## src/rtl/pwm_multi.sv

```systemverilog
// Multi-channel PWM: one shared prescaler/step counter, double-buffered duty per
// channel, edge or centre alignment, per-channel inversion, period_start strobe.
module pwm_multi #(
    parameter int CLOCK      = 50000000,
    parameter int WIDTH      = 8,
    parameter int CHANNELS   = 4,
    parameter int CHUNK_SIZE = CLOCK / (2**WIDTH),
    localparam int CW        = (CHANNELS > 1) ? $clog2(CHANNELS) : 1,
    localparam int PW        = (CHUNK_SIZE > 1) ? $clog2(CHUNK_SIZE) : 1
) (
    input  logic                clk,
    input  logic                clr,
    input  logic                en,
    input  logic                center,
    input  logic [CHANNELS-1:0] inv,
    input  logic                wr_en,
    input  logic [CW-1:0]       wr_ch,
    input  logic [WIDTH:0]      wr_data,
    output logic [CHANNELS-1:0] pwm,
    output logic                period_start
);

    localparam logic [WIDTH-1:0] MAX  = '1;
    localparam logic [WIDTH:0]   FULL = {1'b1, {WIDTH{1'b0}}};

    logic [PW-1:0]                   r_pre;
    logic [WIDTH-1:0]                r_step;
    logic                            r_down;
    logic                            r_run;
    logic                            r_act_ctr;
    logic [CHANNELS-1:0]             r_act_inv;
    logic [CHANNELS-1:0][WIDTH:0]    r_shadow;
    logic [CHANNELS-1:0][WIDTH:0]    r_act_duty;

    logic                w_tick;
    logic                w_last;
    logic                w_bound;
    logic                w_start;
    logic [WIDTH:0]      w_wr_sat;
    logic [CHANNELS-1:0] w_raw;

    assign w_tick   = (r_pre == PW'(CHUNK_SIZE - 1));
    assign w_last   = r_act_ctr ? (r_down && (r_step == WIDTH'(1))) : (r_step == MAX);
    assign w_bound  = w_tick && w_last;
    assign w_start  = en && !r_run;
    assign w_wr_sat = (wr_data > FULL) ? FULL : wr_data;

    always_comb begin
        w_raw = '0;
        for (int i = 0; i < CHANNELS; i++)
            w_raw[i] = ({1'b0, r_step} < r_act_duty[i]);
    end

    always_ff @(posedge clk or posedge clr) begin
        if (clr)
            r_shadow <= '0;
        else if (wr_en && (32'(wr_ch) < CHANNELS))
            r_shadow[wr_ch] <= w_wr_sat;
    end

    // Idle, the first enabled clock and the period boundary all (re)start a
    // period and load the active settings; the shadow value read is the pre-edge one.
    always_ff @(posedge clk or posedge clr) begin
        if (clr) begin
            r_pre        <= '0;
            r_step       <= '0;
            r_down       <= 1'b0;
            r_run        <= 1'b0;
            r_act_ctr    <= 1'b0;
            r_act_inv    <= '0;
            r_act_duty   <= '0;
            pwm          <= '0;
            period_start <= 1'b0;
        end else begin
            r_run        <= en;
            period_start <= en && (w_start || w_bound);
            if (!en || w_start || w_bound) begin
                r_pre      <= '0;
                r_step     <= '0;
                r_down     <= 1'b0;
                r_act_duty <= r_shadow;
                r_act_ctr  <= center;
                r_act_inv  <= inv;
            end else if (w_tick) begin
                r_pre <= '0;
                if (r_down) begin
                    r_step <= r_step - 1'b1;
                end else if (r_act_ctr && (r_step == MAX)) begin
                    r_step <= MAX - 1'b1;
                    r_down <= 1'b1;
                end else begin
                    r_step <= r_step + 1'b1;
                end
            end else begin
                r_pre <= r_pre + 1'b1;
            end
            // The starting clock still shows the idle level so every period's
            // waveform lines up one clock after period_start.
            pwm <= (en && !w_start) ? (w_raw ^ r_act_inv) : r_act_inv;
        end
    end

endmodule

```

## config.mk

```make
export PLATFORM = sky130hd
export DESIGN_NAME = pwm_multi
export DESIGN_NICKNAME = d
export VERILOG_FILES = /design/src/rtl/pwm_multi.sv
export SDC_FILE = /design/constraint.sdc
export NUM_CORES = 1
export LEC_CHECK = 0
export BUFFER_PORTS_ARGS = -buffer_cell sky130_fd_sc_hd__buf_2
export CORE_MARGIN = 4
export CORE_UTILIZATION = 23
export CTS_BUF_LIST = sky130_fd_sc_hd__clkbuf_4
export DETAILED_ROUTE_END_ITERATION = 7
export PLACE_DENSITY = 0.34
export SYNTH_ARGS = -nofsm -noshare
export SYNTH_HDL_FRONTEND = slang
export SYNTH_SLANG_ARGS = --single-unit
```

## constraint.sdc

```tcl
create_clock -name clk -period 3.2 [get_ports clk]
set_input_delay 0 -clock clk [delete_from_list [all_inputs] [get_ports clk]]
set_output_delay 0 -clock clk [all_outputs]
set_load 0.02 [all_outputs]
```

==> results of run 1 <==
## final cells by class
| cell class | instances | area, um^2 | area share, % |
|---|---|---|---|
| diodes | 2 | 5.005 | 0.07703 |
| clock buffers | 9 | 67.56 | 1.040 |
| clock inverters | 7 | 91.34 | 1.406 |
| inverters | 35 | 133.9 | 2.060 |
| multi-input cells | 356 | 2699 | 41.54 |
| flip-flops and latches | 110 | 2753 | 42.36 |
| well taps | 324 | 405.4 | 6.239 |
| repair buffers | 45 | 342.8 | 5.276 |
## worst min-delay path by stage
stage,endpoint,slack (ns),cells past startpoint
floorplan,r_run$_DFF_PP0_,0.03,0
global placement,r_run$_DFF_PP0_,0.14,1
detailed placement,r_run$_DFF_PP0_,0.15,1
CTS,r_shadow[10]$_DFFE_PP0P_,0.14,3
global route,r_run$_DFF_PP0_,0.18,2
finish,r_shadow[10]$_DFFE_PP0P_,0.17,3
## metal layers
metal  vias up  part of all wire, %  track usage [%]
met3         7                  2.1            2.010
met5         -                    0                0
li1       1907                    -                -
met4         0                 0.98            2.362
met2        39                   43            15.50
met1      1826                   54            16.33
## power by group
group / switching, mW / internal, mW
Clock: 0.551 / 0.197
Combinational: 0.211 / 0.227
Sequential: 0.109 / 1.54
Total: 0.871 / 1.96
## flip-flops by register name, summed over array words and instances (netlist names)
| signal | flops |
|---|---|
| r_run | 1 |
| r_shadow | 36 |
| r_pre | 18 |
| r_act_ctr | 1 |
| period_start | 1 |
| pwm | 4 |
| r_act_inv | 4 |
| r_down | 1 |
| r_act_duty | 36 |
| r_step | 8 |
## placed cells by master (no fill, tap or decap), types with 10 or more instances in the layout
cell and instances:
nand2b_1 15, xor2_1 14, dfrtp_1 110, nand3_1 16, nand4_1 19, o21ai_0 27
buf_2 24, o21ai_1 10, nor2_1 34, ha_1 32, inv_1 34, nand2_1 44
a21oi_1 15, mux2_4 40, dlygate4sd3_1 16
## metrics by stage
step	hold slack [ns]	total power, mW
final	0.1732	2.833
after global routing	0.1831	3.016
after CTS	0.1373	2.901
after detailed placement	0.1506	2.112
after global placement	0.1448	2.100
after floorplan	0.03143	1.957
## cell families after synthesis
family          Yosys count  share of synthesized area [%]
fa+ha+maj                32                          7.016
simple gates            161                          14.67
mux                      48                          12.06
buf+inv                  57                          4.473
xor+xnor                 21                          3.223
flops                   110                          48.24
compound gates           94                          10.33
## worst reg2reg max path: cells and delay by family (launching register included)
kind / cells / cell delay (ns)
DFF: 1 / 0.61
and+or+nand+nor: 3 / 0.61
buffers and inverters: 2 / 0.44
muxes: 1 / 0.40
adders and majority gates: 1 / 0.20
AOI/OAI and AO/OA: 1 / 0.16
==> out/qor.yml, run 1 <==
synth:
  syn_inst: 523
  synth.yosys.seq_area_share_pct: 48.24
  ys.flop_type: "dfrtp_1"
  yosysWarnings: 0
  syn-num-nets: 575
  synth_edf_count: 0
  synthTopCellsByCount: "dfrtp_1 (110), nand2_1 (44), mux2_4 (40)"
  synth_area_mm2: 0.005707
  ys_types: 58
  synth_area_leaders: "dfrtp_1 (48%), mux2_4 (11%), ha_1 (7.0%), nand2_1 (2.9%), o21ai_0 (2.4%)"
  synth-seq-cells: 110
  syn_avg_cell_area_um2: 10.91
  synth_most_common_cell: "dfrtp_1"
  yosysTopAreaCellShare_pct: 48.24
  async_reset_ff_share_pct: 100.0
  yosysTopAreaCell: "dfrtp_1"
sta:
  setup_ws_ns: 0.6925
  setup_viol: 0
  finalHoldViolCount: 0
  slew_violations: 0
  fin_crit_ns: 2.507
  max_freq_ghz: 0.3988
  slew_headroom_pct: 43.67
  grt_setup_unrepaired: "false"
  clock_skew_ns: 0.04559
  tightest_slew_ns: 0.8372
  setup-tns-final_ns: 0
  timing.final.crit_share_pct: 78.36
worst_setup_path:
  cp_max_fo: 41
  cp-startpoint: "r_step[1]$_DFFE_PP0P_"
  critPathKind: "flip-flop to flip-flop"
  worstSetupStartpointType: "flip-flop"
  path_buf_inv: 2
  rr_worst_depth: 8
  cp.required_ns: 3.55
  crit_path_end: "r_act_duty[15]$_DFFE_PP0N_"
  arrival_ns: 2.86
  reg2reg_from: "r_step[1]$_DFFE_PP0P_"
  worstSetupPathDepth: 8
  rr_endpoint: "r_act_duty[15]$_DFFE_PP0N_"
  crit_slowest_cell: "dfrtp_1"
  end_kind: "flip-flop"
  max_stage_delay_ns: 0.61
  worst-r2r-setup-slack_ns: 0.69
  critPathTopFamily: "flip-flops"
  path_cells: "inv_1, ha_1, nor4bb_1, and3_1, or2_1, a21oi_4, buf_12, mux2_1"
global_route:
  grt_pass1_wl_um: 22430
  grt-ovfl-total: 0
  grt_antenna_before_repair: 1
  first_global_vias: 3880
  grt_max_degree: 59
  globalRouteTotalUtil_pct: 10.66
cts:
  cts_root_buf: "clkbuf_4"
  cts_tree: "yes"
  cts.sinks: 110
  clkLatencyLatePin_ns: 0.49
  post-cts-setup-buffers: 0
  cts_buffers: 9
  clkSlewWorstSetupHoldPaths_ns: 0.20
  ctsHtreeMaxLevel: 3
  cts_buffer_depth: 2
  holdBufCountCts: 16
  cts_resized: 0
route:
  drc: 0
  wl_per_cell_um: 15.49
  first_pass_iters: 4
  wl_um: 13750
  vias_per_cell: 4.256
  detail_route.iter0.violations: 166
  vias: 3779
  ant_nets: 0
pwr:
  powerDensity_mw_per_mm2: 436.0
  ir_drop_v: 0.0001879
  leakagePower_nw: 2.933
finish:
  stdcell_count: 888
  n_fill_cell: 2623
  drive_gt1_share_pct: 17.62
  postLayoutCellArea_mm2: 0.006497
  post-route-util_pct: 26.64
  fin_nets: 609
  areaGrowthSynthToFinish_pct: 13.86
placed_design:
  dp_hpwl_um: 9886
  preCtsSetupSlack_ns: 0.7091
  place_inst: 854
  gp_congestion: 0.7356
  io_buffers: 24
  postPlaceCellArea_mm2: 0.006173
status:
  status: "finished clean"
hold_path:
  holdCritStartpoint: "wr_en"
  min_path_type: "primary input to flip-flop"
job:
  cap_violations: 0
floorplan:
  dieArea_mm2: 0.02740
  row_count: 57
  core-area_mm2: 0.02439
  die_w_um: 165.5
  io_pins: 25
  die_h_um: 165.5
  initial_core_util_pct: 23.40
No activity file was read; power rests on OpenSTA's default activity.
==> run 2, diff against run 1 <==
Settings changed: ABC_AREA set to 1, PLACE_DENSITY 0.34 to 0.35.
Clock period 3.2 ns to 2.3 ns, I/O delays scaled along.
==> run 2 against run 1 <==
  * Sequential cell count did not move
  * Maximum frequency up 25%
  * Critical path depth up 2
  * Utilization is 0.33 points higher
  * Largest power group unchanged
==> out/qor.yml, run 2 <==
status:
  status: "finished clean"  # unchanged
synth:
  yosysWarnings: 0  # unchanged
  synth_area_leaders: "dfrtp_1 (46%), nand2_1 (13%), ha_1 (6.7%), inv_1 (5.5%), o21ai_2 (5.4%)"  # was dfrtp_1 (48%), mux2_4 (11%), ha_1 (7.0%), nand2_1 (2.9%), o21ai_0 (2.4%)
  synthTopCellsByCount: "nand2_1 (213), dfrtp_1 (110), inv_1 (88)"  # was dfrtp_1 (110), nand2_1 (44), mux2_4 (40)
  syn_inst: 731  # was 523
  synth.yosys.seq_area_share_pct: 45.93  # was 48.24%
  syn_avg_cell_area_um2: 8.199  # was 10.91 um^2
  yosysTopAreaCellShare_pct: 45.93  # was 48.24%
  async_reset_ff_share_pct: 100.0  # unchanged
  synth_most_common_cell: "nand2_1"  # was dfrtp_1
  synth_edf_count: 0  # unchanged
  synth-seq-cells: 110  # unchanged
  yosysTopAreaCell: "dfrtp_1"  # unchanged
  syn-num-nets: 783  # was 575
  ys.flop_type: "dfrtp_1"  # unchanged
  synth_area_mm2: 0.005993  # was 0.005707 mm^2
  ys_types: 29  # was 58
worst_setup_path:
  max_stage_delay_ns: 0.55  # was 0.61 ns
  crit_slowest_cell: "dfrtp_1"  # unchanged
  arrival_ns: 2.43  # was 2.86 ns
  cpMostUsedCell: "nand2_1"
  worstSetupStartpointType: "flip-flop"  # unchanged
  end_kind: "flip-flop"  # unchanged
  path_cells: "ha_1, nand2_1, nor2_1, nand3_1, nand2_1, nand2_2, nand2_4, buf_12, nand2_1, o21ai_2"  # was inv_1, ha_1, nor4bb_1, and3_1, or2_1, a21oi_4, buf_12, mux2_1
  critPathKind: "flip-flop to flip-flop"  # unchanged
  cp_max_fo: 36  # was 41
  cp.required_ns: 2.73  # was 3.55 ns
sta:
  timing.final.crit_share_pct: 87.06  # was 78.36%
  clock_skew_ns: 0.02090  # was 0.04559 ns
  setup_viol: 0  # unchanged
  slew_violations: 0  # unchanged
  slew_headroom_pct: 57.15  # was 43.67%
  finalHoldViolCount: 0  # unchanged
  fin_crit_ns: 2.002  # was 2.507 ns
  grt_setup_unrepaired: "false"  # unchanged
  tightest_slew_ns: 0.6427  # was 0.8372 ns
  max_freq_ghz: 0.4994  # was 0.3988 GHz
  setup-tns-final_ns: 0  # unchanged
  setup_ws_ns: 0.2977  # was 0.6925 ns
floorplan:
  row_count: 58  # was 57
  core-area_mm2: 0.02540  # was 0.02439 mm^2
  die_h_um: 169.4  # was 165.5 um
  initial_core_util_pct: 23.60  # was 23.40%
  die_w_um: 169.4  # was 165.5 um
  dieArea_mm2: 0.02870  # was 0.02740 mm^2
  io_pins: 25  # unchanged
route:
  vias_per_cell: 4.203  # was 4.256
  detail_route.iter0.violations: 203  # was 166
  ant_nets: 0  # unchanged
  vias: 4690  # was 3,779
  wl_per_cell_um: 13.43  # was 15.49 um
  first_pass_iters: 4  # unchanged
  wl_um: 14990  # was 13,750 um
  drc: 0  # unchanged
cts:
  cts_resized: 0  # unchanged
  cts_buffers: 9  # unchanged
  cts.sinks: 110  # unchanged
  cts_buffer_depth: 2  # unchanged
  cts_tree: "yes"  # unchanged
  clkSlewWorstSetupHoldPaths_ns: 0.19  # was 0.20 ns
  clkLatencyLatePin_ns: 0.50  # was 0.49 ns
  ctsHtreeMaxLevel: 3  # unchanged
  cts_root_buf: "clkbuf_4"  # unchanged
global_route:
  grt_pass1_wl_um: 25200  # was 22,430 um
  globalRouteTotalUtil_pct: 11.09  # was 10.66%
  grt-ovfl-total: 0  # unchanged
  first_global_vias: 4705  # was 3,880
  grt_max_degree: 111  # was 59
  grt_antenna_before_repair: 1  # unchanged
job:
  cap_violations: 0  # unchanged
hold_path:
  min_path_type: "primary input to flip-flop"  # unchanged
placed_design:
  dp_hpwl_um: 10840  # was 9886 um
  gp_congestion: 0.7982  # was 0.7356
  io_buffers: 24  # unchanged
  preCtsSetupSlack_ns: 0.3273  # was 0.7091 ns
finish:
  top_regs: "r_act_duty x36, r_shadow x36, r_pre x18"  # unchanged
  fin_nets: 832  # was 609
  layout_common_cells: "nand2_1 (213), dfrtp_1 (110), inv_1 (87), nor2_1 (61), o21ai_0 (49)"  # was dfrtp_1 (110), nand2_1 (44), mux2_4 (40), nor2_1 (34), inv_1 (34)
  final_common_cell: "nand2_1"  # was dfrtp_1
  drive_gt1_share_pct: 16.05  # was 17.62%
  post-route-util_pct: 26.97  # was 26.64%
  areaGrowthSynthToFinish_pct: 14.28  # was 13.86%
pwr:
  ir_drop_v: 0.0002192  # was 0.0001879 V
  leakagePower_nw: 3.317  # was 2.933 nW
  powerDensity_mw_per_mm2: 573.3  # was 436.0 mW/mm^2
run 2: layout make-up:
class	count	area, um^2
diodes	1	2.502
clock buffers	10	75.07
clock inverters	6	62.56
fillers	2784	18550
inverters	91	345.3
multi-input cells	508	2710
flip-flops and latches	110	2753
well taps	330	412.9
repair buffers	60	488.0
run 2: through the flow:
step	cells	power, mW	instance area (um^2)	hold slack, ns
6_report	1116	3.927	6849	0.08531
5_1_grt	1116	4.213	6849	0.07969
4_1_cts	1115	4.031	6847	0.03613
3_5_place_dp	1075	2.949	6469	0.1387
3_3_place_gp	1075	2.936	6469	0.1372
2_1_floorplan	731	2.747	5997	0.03143
run 2: metal layers:
metal  wire (um)  track usage, %  part of all wire, %
met1        7565           15.51                   50
met2        6805           17.50                   45
met3         356           1.980                  2.4
met4         259           3.465                  1.7
met5           0               0                    0
run 2: worst max-delay path, delay by kind of cell, from the launching register on:
| family | cells | cell delay (ns) |
|---|---|---|
| AO/OA/AOI/OAI | 1 | 0.06 |
| AND/OR/NAND/NOR | 7 | 0.79 |
| adder cells (fa/ha/maj) | 1 | 0.27 |
| buffers and inverters | 1 | 0.27 |
| flip-flops | 1 | 0.55 |
run 2: logic make-up (layout without fill, tap and decap cells):
logic type / Yosys count / after routing / synth area share [%]
simple gates: 358 / 358 / 25.22
compound gates: 108 / 108 / 11.77
flops: 110 / 110 / 45.93
buf+inv: 113 / 167 / 8.935
other cells: 0 / 1 / 0
fa+ha+maj: 32 / 32 / 6.681
xor+xnor: 10 / 10 / 1.461
run 2: where the power goes:
part	switching, mW	internal (mW)
registers	0.0992	2.12
clock network	0.739	0.264
logic	0.443	0.259
run 2: timing repair:
item	CTS	global route
hold buffers	24	0
endpoints found under the hold margin	153	0
setup buffers	0	0
run 2: worst paths after layout:
path,start,end,slack (ns),cells after the start
worst max register to register,r_step[1]$_DFFE_PP0P_,r_act_duty[15]$_DFFE_PP0N_,0.30,10
worst max-delay path,r_step[1]$_DFFE_PP0P_,r_act_duty[15]$_DFFE_PP0N_,0.30,10
worst min register to register,r_run$_DFF_PP0_,period_start$_DFF_PP0_,0.47,1
max in group asynchronous,clr,r_act_duty[8]$_DFFE_PP0N_,1.63,4
worst min-delay path,wr_data[7],r_shadow[28]$_DFFE_PP0P_,0.09,6
min in group asynchronous,clr,r_act_duty[25]$_DFFE_PP0N_,0.18,4
